File: src/rtl/life_pkg.sv
// Shared constants, FSM state type and toroidal neighbour indexing for life_engine.
package life_pkg;

  localparam int unsigned GRID_ROWS = 8;
  localparam int unsigned GRID_COLS = 4;
  localparam int unsigned CELLS     = GRID_ROWS * GRID_COLS;

  typedef enum logic [1:0] {
    StIdle,
    StEval,
    StCommit
  } state_t;

  // Cell index is {col[1:0], row[2:0]}; fixed-width adds wrap mod 4 and mod 8 for free.
  function automatic logic [4:0] nbr_index(input logic [4:0] idx, input logic [2:0] drow,
                                           input logic [1:0] dcol);
    logic [2:0] row;
    logic [1:0] col;
    row = idx[2:0] + drow;
    col = idx[4:3] + dcol;
    return {col, row};
  endfunction

endpackage

File: src/rtl/life_cell_rule.sv
// Combinational B3/S23 evaluation of a single cell on the 8x4 torus.
module life_cell_rule
  import life_pkg::*;
(
  input  logic [31:0] grid,
  input  logic [4:0]  index,
  output logic        next_bit,
  output logic [3:0]  count
);

  // Sum the eight wrapped neighbours, then apply birth-on-3 / survive-on-2-or-3.
  always_comb begin
    count = '0;
    for (int dc = -1; dc <= 1; dc++) begin
      for (int dr = -1; dr <= 1; dr++) begin
        if (dr != 0 || dc != 0) begin
          count = count + {3'b000, grid[nbr_index(index, 3'(dr), 2'(dc))]};
        end
      end
    end
    next_bit = (count == 4'd3) || (grid[index] && (count == 4'd2));
  end

endmodule

File: src/rtl/life_engine.sv
// Game of Life engine for the 8x4 LED matrix: one cell evaluated per clock into a back
// buffer, committed to the front buffer every STEP_TICKS clocks.
// Optional build macro: LIFE_AUTO_RESEED_EN reloads from seed after a stable/extinct commit.
module life_engine
  import life_pkg::*;
#(
  parameter int unsigned STEP_TICKS = 6_000_000
) (
  input  logic        clk,
  input  logic        rst_n,
  input  logic [31:0] seed,
  input  logic        seed_load,
  input  logic        run,
  output logic [31:0] data,
  output logic        busy,
  output logic [15:0] gen_count,
  output logic        stable,
  output logic        extinct
);

  localparam int unsigned TimerW = (STEP_TICKS > 1) ? $clog2(STEP_TICKS) : 1;
  localparam logic [TimerW-1:0] TimerLast = TimerW'(STEP_TICKS - 1);

  state_t            state_q, state_d;
  logic [TimerW-1:0] timer_q, timer_d;
  logic [4:0]        idx_q, idx_d;
  logic [31:0]       front_q, front_d;
  logic [31:0]       back_q, back_d;
  logic [15:0]       gen_q, gen_d;
  logic              stable_q, stable_d;
  logic              extinct_q, extinct_d;
  logic              load;
  logic              timer_wrap;
  logic              rule_bit;
  // Neighbour count is only of interest when probing the rule block.
  logic [3:0]        unused_rule_count;

`ifdef LIFE_AUTO_RESEED_EN
  logic reseed_q, reseed_d;
  assign load = seed_load | reseed_q;
`else
  assign load = seed_load;
`endif

  assign timer_wrap = (timer_q == TimerLast);

  life_cell_rule u_rule (
    .grid     (front_q),
    .index    (idx_q),
    .next_bit (rule_bit),
    .count    (unused_rule_count)
  );

  // Next-state: a load (external or internal) overrides the timer and the step FSM.
  always_comb begin
    state_d   = state_q;
    timer_d   = timer_wrap ? '0 : timer_q + 1'b1;
    idx_d     = idx_q;
    front_d   = front_q;
    back_d    = back_q;
    gen_d     = gen_q;
    stable_d  = stable_q;
    extinct_d = extinct_q;
`ifdef LIFE_AUTO_RESEED_EN
    reseed_d  = 1'b0;
`endif
    if (load) begin
      state_d   = StIdle;
      timer_d   = '0;
      idx_d     = '0;
      front_d   = seed;
      back_d    = '0;
      gen_d     = '0;
      stable_d  = 1'b0;
      extinct_d = (seed == 32'd0);
    end else begin
      unique case (state_q)
        StIdle: begin
          if (timer_wrap && run) begin
            state_d = StEval;
            idx_d   = '0;
          end
        end
        StEval: begin
          back_d[idx_q] = rule_bit;
          idx_d         = idx_q + 5'd1;
          if (idx_q == 5'(CELLS - 1)) begin
            state_d = StCommit;
          end
        end
        StCommit: begin
          front_d   = back_q;
          stable_d  = (back_q == front_q);
          extinct_d = (back_q == 32'd0);
          gen_d     = (gen_q == 16'hFFFF) ? gen_q : gen_q + 16'd1;
          state_d   = StIdle;
`ifdef LIFE_AUTO_RESEED_EN
          reseed_d  = (back_q == front_q) || (back_q == 32'd0);
`endif
        end
        default: state_d = StIdle;
      endcase
    end
  end

  // State registers; reset aborts any step in flight.
  always_ff @(posedge clk or negedge rst_n) begin
    if (!rst_n) begin
      state_q   <= StIdle;
      timer_q   <= '0;
      idx_q     <= '0;
      front_q   <= '0;
      back_q    <= '0;
      gen_q     <= '0;
      stable_q  <= 1'b0;
      extinct_q <= 1'b1;
`ifdef LIFE_AUTO_RESEED_EN
      reseed_q  <= 1'b0;
`endif
    end else begin
      state_q   <= state_d;
      timer_q   <= timer_d;
      idx_q     <= idx_d;
      front_q   <= front_d;
      back_q    <= back_d;
      gen_q     <= gen_d;
      stable_q  <= stable_d;
      extinct_q <= extinct_d;
`ifdef LIFE_AUTO_RESEED_EN
      reseed_q  <= reseed_d;
`endif
    end
  end

  assign data      = front_q;
  assign busy      = (state_q != StIdle);
  assign gen_count = gen_q;
  assign stable    = stable_q;
  assign extinct   = extinct_q;

endmodule

File: config.mk
export PLATFORM = sky130hd
export DESIGN_NAME = life_engine
export DESIGN_NICKNAME = d
export VERILOG_FILES = /design/src/rtl/life_pkg.sv /design/src/rtl/life_cell_rule.sv /design/src/rtl/life_engine.sv
export SDC_FILE = /design/constraint.sdc
export NUM_CORES = 1
export LEC_CHECK = 0
export ABC_CLOCK_PERIOD_IN_PS = 17400
export BUFFER_PORTS_ARGS = -buffer_cell sky130_fd_sc_hd__buf_2
export CORE_MARGIN = 8
export CORE_UTILIZATION = 56
export DETAILED_ROUTE_END_ITERATION = 10
export GPL_TIMING_DRIVEN = 1
export PLACE_DENSITY = 0.77
export SETUP_SLACK_MARGIN = 0.05
export SLEW_MARGIN = 20
export SYNTH_ARGS = -nofsm -noshare
export SYNTH_HDL_FRONTEND = slang
export SYNTH_SLANG_ARGS = --single-unit
File: constraint.sdc
create_clock -name clk -period 17.4 [get_ports clk]
set_input_delay 0.87 -clock clk [delete_from_list [all_inputs] [get_ports clk]]
set_output_delay 0.87 -clock clk [all_outputs]
set_load 0.01 [all_outputs]
After elaboration in Yosys (flattened, before gate mapping)

Index checks and enable logic that the tools add are counted.

Register bits after elaboration: 112
Input bits: 36
Output and inout port bits: 51
Logic and storage cells: 98

Add/subtract/negate cells: 14
Magnitude comparators: 10
Equal/unequal tests: 11
Multiplexer cells: 41
Reductions and logical operators: 14

Operator list:

| kind                    | count |
|---|---|
| $mux W32                | 4 |
| $logic_not A32 Y1       | 2 |
| $lt A5 B6 Y1 const B    | 9 |
| $mux W16                | 3 |
| $mux W23                | 2 |
| $bmux W1 S5             | 9 |
| $bwmux W32              | 1 |
| $eq A32 B32 Y1          | 1 |
| $add A4 B1 Y4           | 6 |
| $add A23 B1 Y23 const B | 1 |
| $eq A23 B23 Y1 const B  | 1 |
| $add A16 B1 Y16 const B | 1 |
| $eq A16 B16 Y1 const B  | 1 |
| $mux W1                 | 14 |
| $mux W5                 | 2 |
| $pmux W5 S2             | 1 |
| $eq A4 B2 Y1 const B    | 2 |
| $mux W2                 | 3 |
| $ne A3 B3 Y1 const B    | 2 |
| $reduce_and A2 Y1       | 3 |
| $reduce_bool A2 Y1      | 3 |
| $add A5 B1 Y5 const B   | 1 |
| $demux W1 S5            | 1 |
| $eq A5 B5 Y1 const B    | 1 |
| 14 further kinds        | 16 |

Logic depth before layout (Yosys ltp)

Depth in word-level cells: 16
Depth in mapped cells: 24
Mapped depth without buffers: 19

Modules after synthesis

From an unflattened synthesis, not the netlist that was laid out.

Cell total of the unflattened synthesis: 724
Area total of the unflattened synthesis: 7150.6 um^2

By module, submodules not included:

| module         | times used | cells each | area each (um^2) | seq. area each (um^2) |
|---|---|---|---|---|
| life_engine    | 1          | 618        | 5879.4           | 2803.9 |
| life_cell_rule | 1          | 106        | 1271.2           | 0.0 |

Least setup slack after synthesis

Ideal clock, no wire load.

Kind: flip-flop to flip-flop
From: reg idx_q[0]
To: reg back_q[10]
Library setup time: 0.093 ns
Data arrival time: 5.484 ns
Required time: 17.307 ns
Setup slack: 11.823 ns
Stages on the path, launching flop included: 24
Buffers on the path: 5
Clock period less this slack: 5.577 ns
Path through: dfrtp_1 buf_6 buf_6 buf_6 inv_1 ha_1 xor2_2 mux4_2 o21ai_1 o21ai_0 ha_1 inv_1 fa_1 fa_1 inv_1 fa_1 inv_1 fa_1 a2111oi_0 a21oi_1 or3_1 clkbuf_1 clkbuf_1 o31ai_2

Longest elaborated chain between the ends: 16
Elaborated cells on any way between the ends: 39
Those cells by class: 9 x add/sub; 2 x order compare; 2 x eq/ne; 23 x mux; 3 x reduce/logical

Ends and longest elaborated chain:

| item                          | RTL line             | source |
|---|---|---|
| start, declared               | life_engine.sv:26    | `logic [4:0] idx_q, idx_d;` |
| start signal, assigned        | life_engine.sv:123   | `idx_q <= idx_d;` |
| $add A3 B3 Y3                 | life_pkg.sv:19       | `row = idx[2:0] + drow;` |
| $bmux W1 S5                   | life_cell_rule.sv:17 | `count = count + {3'b000, grid[nbr_index(index, 3'(dr), 2'(dc))]};` |
| $mux W1 (implied by the code) | life_cell_rule.sv:17 |  |
| $add A1 B1 Y2                 | life_cell_rule.sv:17 |  |
| $add A4 B1 Y4 (6 in a row)    | life_cell_rule.sv:17 |  |
| $eq A4 B2 Y1                  | life_cell_rule.sv:21 | `next_bit = (count == 4'd3) \|\| (grid[index] && (count == 4'd2));` |
| $logic_and A1 B1 Y1           | life_cell_rule.sv:21 |  |
| $logic_or A1 B1 Y1            | life_cell_rule.sv:21 |  |
| $bwmux W32 *                  | life_engine.sv:85    | `back_d[idx_q] = rule_bit;` |
| $mux W32 *                    | life_engine.sv:77    | `unique case (state_q)` |
| $mux W32 *                    | life_engine.sv:67    | `if (load) begin` |
| end signal, assigned          | life_engine.sv:125   | `back_q <= back_d;` |
| end, declared                 | life_engine.sv:28    | `logic [31:0] back_q, back_d;` |

Mark *: on every way between the ends. The rest lies on a longest branch, timed or not. The select of a mux whose other input is x is not followed.
A chain may end at the register's enable or synchronous reset.

Final worst setup path

From: reg idx_q[0]
To: reg back_q[0]

Same word-level chain as after synthesis.

==> run summary <==
STA
-----------------------------------------------------------------------------------------
Post-Route Skew ............................................................     5.911 ps
Slew at the pin with the worst max-slew slack ..............................      1064 ps
Hold violation total from the final report .................................            0
Normalized max-slew margin .................................................       29.07%
Post-layout minimum cycle time .............................................      6319 ps
Final clock period utilization by the worst path ...........................       36.31%
Setup repair after global routing missed its margin ........................        false
Setup violators final ......................................................            0
Setup slack after layout ...................................................     11080 ps
Sum of negative setup slack ................................................         0 ps
Upper clock frequency limit ................................................    158.3 MHz
Total count of max-transition violations in the final report ...............            0
Hold_ws ....................................................................     452.6 ps

SETUP PATH
-----------------------------------------------------------------------------------------
Critical path data required time ...........................................     17660 ps
Slowest stage delay, CP ....................................................      1060 ps
Reg-to-reg critical path endpoint .......................................... back_q[0]$_DFFE_PN0P_
Logic depth of the worst register-to-register path .........................           19
Peak fanout along the critical path ........................................           49
Slowest stage cell on the critical path ....................................      dfrtp_2
Sort of element at the end of the critical path ............................     register
Arrival time of data at the critical path endpoint .........................      6580 ps
Worst R2R Setup Slack ......................................................     11080 ps
Crit Reg-Reg Startpoint .................................................... idx_q[0]$_DFFE_PN0P_
Ordered list of cells on the worst path .................................... inv_1, ha_1, xor2_2, mux4_2, o21ai_1, o21ai_0, ha_1, inv_1, fa_1, fa_1, inv_1, fa_1, inv_1, fa_1, a2111oi_0, a21oi_1, or3_1, buf_4, o31ai_1
Setup CP Type ..............................................................   reg -> reg
Launching element type of the critical path ................................     register

LOGIC SYNTHESIS
-----------------------------------------------------------------------------------------
Cell taking the most area after synthesis ..................................      dfrtp_1
Register area share after synthesis ........................................       38.13%
Number of cells produced by synthesis ......................................          756
Synthesized Nets ...........................................................          811
EDFF count, synth ..........................................................            0
Cell Area, Synth ...........................................................     7355 µm²
Post-synthesis sequential element count ....................................          112
Proportion of register bits with asynchronous set or reset after synthesis .       100.0%
Main area contributors after synthesis ..................................... dfrtp_1 38%, mux2i_1 7.6%, o31ai_2 5.3%
Dominant register cell in the synthesized netlist ..........................      dfrtp_1
Number of unique standard cell types used by synthesis .....................           53
Synth top area share .......................................................       37.77%
Yosys warning total ........................................................            0
Average size of a mapped cell ..............................................    9.728 µm²

CLOCK TREE
-----------------------------------------------------------------------------------------
Post-CTS Setup Repair Bufs .................................................            0
Largest buffer count on any clock path .....................................            2
Clock root cell ............................................................    clkbuf_16
Hold-fix buffers, CTS ......................................................            0
H-tree levels ..............................................................            3
Clock tree from TritonCTS ..................................................          yes
Clock latency on the worst-skew pair .......................................       360 ps
Sinks on the clock net .....................................................          112
Post_cts resized ...........................................................            0
Clock transition at the registers of the reported paths ....................        70 ps
CTS Buf Count ..............................................................            9

PLACE
-----------------------------------------------------------------------------------------
DP Cell Count ..............................................................          980
Minimum setup slack after placement ........................................     11100 ps
Last weighted congestion value of the routability-driven placer ............       0.9461
Number of port buffers .....................................................           86
Half-perimeter wire length of the detailed placement result ................     14.66 mm
Dpl cell area ..............................................................     7826 µm²

POWER
-----------------------------------------------------------------------------------------
Power Internal .............................................................    0.4160 mW
Part of the power in the clock network .....................................        34.3%
Highest ir drop seen on vdd ................................................ 0.00005544 V
Total Power ................................................................    0.6053 mW
Total power per unit cell area ............................................. 74.29 nW/µm²
Power dissipated by switching net loads ....................................    0.1893 mW
Portion of total power attributed to sequential cells ......................        46.8%
Static leakage .............................................................     3.668 nW
Combinational share of power ...............................................        18.8%
Switching part of the total ................................................       31.28%

LAYOUT
-----------------------------------------------------------------------------------------
Fraction of final layout cells with drive strength greater than 1 ..........       20.46%
Final nets .................................................................          871
Commonest non-fill, non-tap cell in the layout .............................      dfrtp_1
Utilization after layout ...................................................       62.52%
Final Instance Area ........................................................     8148 µm²
Antenna diode count ........................................................            0
Leading cell types in the layout, fill and taps excluded ................... 110 x dfrtp_1, 85 x buf_2, 78 x nand2_1
Signed area change from the synthesized netlist to the final layout ........       10.79%
Number of cells in the finished layout apart from fillers ..................          997

DETAILED ROUTING
-----------------------------------------------------------------------------------------
First-pass DRT Iterations ..................................................            5
Routed vias ................................................................         6270
Drt via density ............................................................        6.289
Antenna Violating Nets Remaining ...........................................            0
Post-DR wirelength/cell ....................................................     20.20 µm
Total length of routed wires ...............................................     20.14 mm
Detailed router's first-iteration violation count ..........................          519
Remaining routing DRC violations ...........................................            0

FLOORPLAN
-----------------------------------------------------------------------------------------
DIE AREA ...................................................................    17060 µm²
Core area ..................................................................    13030 µm²
Initial core utilization ...................................................       56.43%
Width of the chip ..........................................................     130.6 µm
Vertical die dimension .....................................................     130.6 µm
Standard-cell row count ....................................................           42
I/O pin total ..............................................................           87

GRT
-----------------------------------------------------------------------------------------
Overall fraction of global-route tracks in use .............................       24.37%
Global-route wire length before repair .....................................     32.45 mm
Pin count of the biggest net entering global routing .......................           97
Antenna violations before repair ...........................................            0
Number of global-route vias before repair ..................................         6191
Overflow left after global routing .........................................            0

STATUS
-----------------------------------------------------------------------------------------
Outcome ....................................................................    completed

HOLD PATH
-----------------------------------------------------------------------------------------
Worst hold path class ......................................................  in -> async

FLOW RUN
-----------------------------------------------------------------------------------------
MaxCap Viol Count ..........................................................            0

==> cells by family (layout without fill, tap and decap cells) <==
logic type | Yosys count | after routing | synth area share [%]
compound gates | 120 | 120 | 12.59
flops | 112 | 112 | 38.13
fa+ha+maj | 19 | 19 | 3.641
mux | 85 | 85 | 13.90
buf+inv | 66 | 131 | 4.406
xor+xnor | 64 | 64 | 7.724
simple gates | 290 | 290 | 19.62
==> power groups by stage <==
stage | Sequential, mW | Clock (mW) | Combinational, mW
2_1_floorplan | 0.285 | 0 | 0.0781
3_3_place_gp | 0.287 | 0 | 0.109
3_5_place_dp | 0.288 | 0 | 0.113
4_1_cts | 0.283 | 0.211 | 0.114
5_1_grt | 0.284 | 0.219 | 0.126
6_report | 0.283 | 0.208 | 0.114
==> sequential cells by signal, summed over array words and instances (netlist names) <==
name,cells
back_q,32
data,32
extinct,1
gen_count,16
idx_q,5
stable,1
state_q,2
timer_q,23
==> worst max path at each step <==
stage | start | end | cells past startpoint
2_1_floorplan | idx_q[0]$_DFFE_PN0P_ | back_q[10]$_DFFE_PN0P_ | 23
6_report | idx_q[0]$_DFFE_PN0P_ | back_q[0]$_DFFE_PN0P_ | 19
3_3_place_gp | idx_q[0]$_DFFE_PN0P_ | back_q[0]$_DFFE_PN0P_ | 19
5_1_grt | idx_q[0]$_DFFE_PN0P_ | back_q[1]$_DFFE_PN0P_ | 20
3_5_place_dp | idx_q[0]$_DFFE_PN0P_ | back_q[0]$_DFFE_PN0P_ | 19
4_1_cts | idx_q[0]$_DFFE_PN0P_ | back_q[0]$_DFFE_PN0P_ | 19
==> worst max-delay path, delay by kind of cell (launching register included) <==
family	cells	cell delay (ps)
simple gates	1	340
buf+inv	5	750
flops	1	1060
xor+xnor	1	300
compound gates	5	1020
fa+ha+maj	6	2150
mux	1	570
==> Yosys cell counts (4+ instances only) <==
cell type  number
dfrtp_1       111
nand2_1        78
nand3_1        60
mux2i_1        56
nor2_1         45
o21ai_0        42
xnor2_1        34
o31ai_2        31
xor2_1         29
clkbuf_1       28
nor4_1         21
inv_1          19
and3_1         16
ha_1           15
a21oi_1        14
nand4_1        14
and2_1         12
mux4_2         12
nor2b_1        11
buf_6           9
mux2_1          9
nor3_1          9
mux2_2          8
or3_1           6
o21ai_1         5
or4_1           5
and4_1          4
buf_2           4
fa_1            4
nand2b_1        4
o211ai_1        4
==> layout make-up <==
class / instances / area, µm²
Inverter: 21 / 78.83
Clock inverter: 3 / 23.77
Multi-Input combinational cell: 578 / 4237
Fill cell: 1126 / 4885
Timing Repair Buffer: 94 / 513.0
Tap cell: 176 / 220.2
Clock buffer: 13 / 270.3
Sequential cell: 112 / 2805
==> metal layers <==
layer | GRT usage [%] | wire (µm)
met4 | 10.80 | 640
met2 | 38.89 | 9345
met3 | 4.992 | 1594
met1 | 31.49 | 8563
met5 | 0 | 0
(Power assumes the default switching activity.)
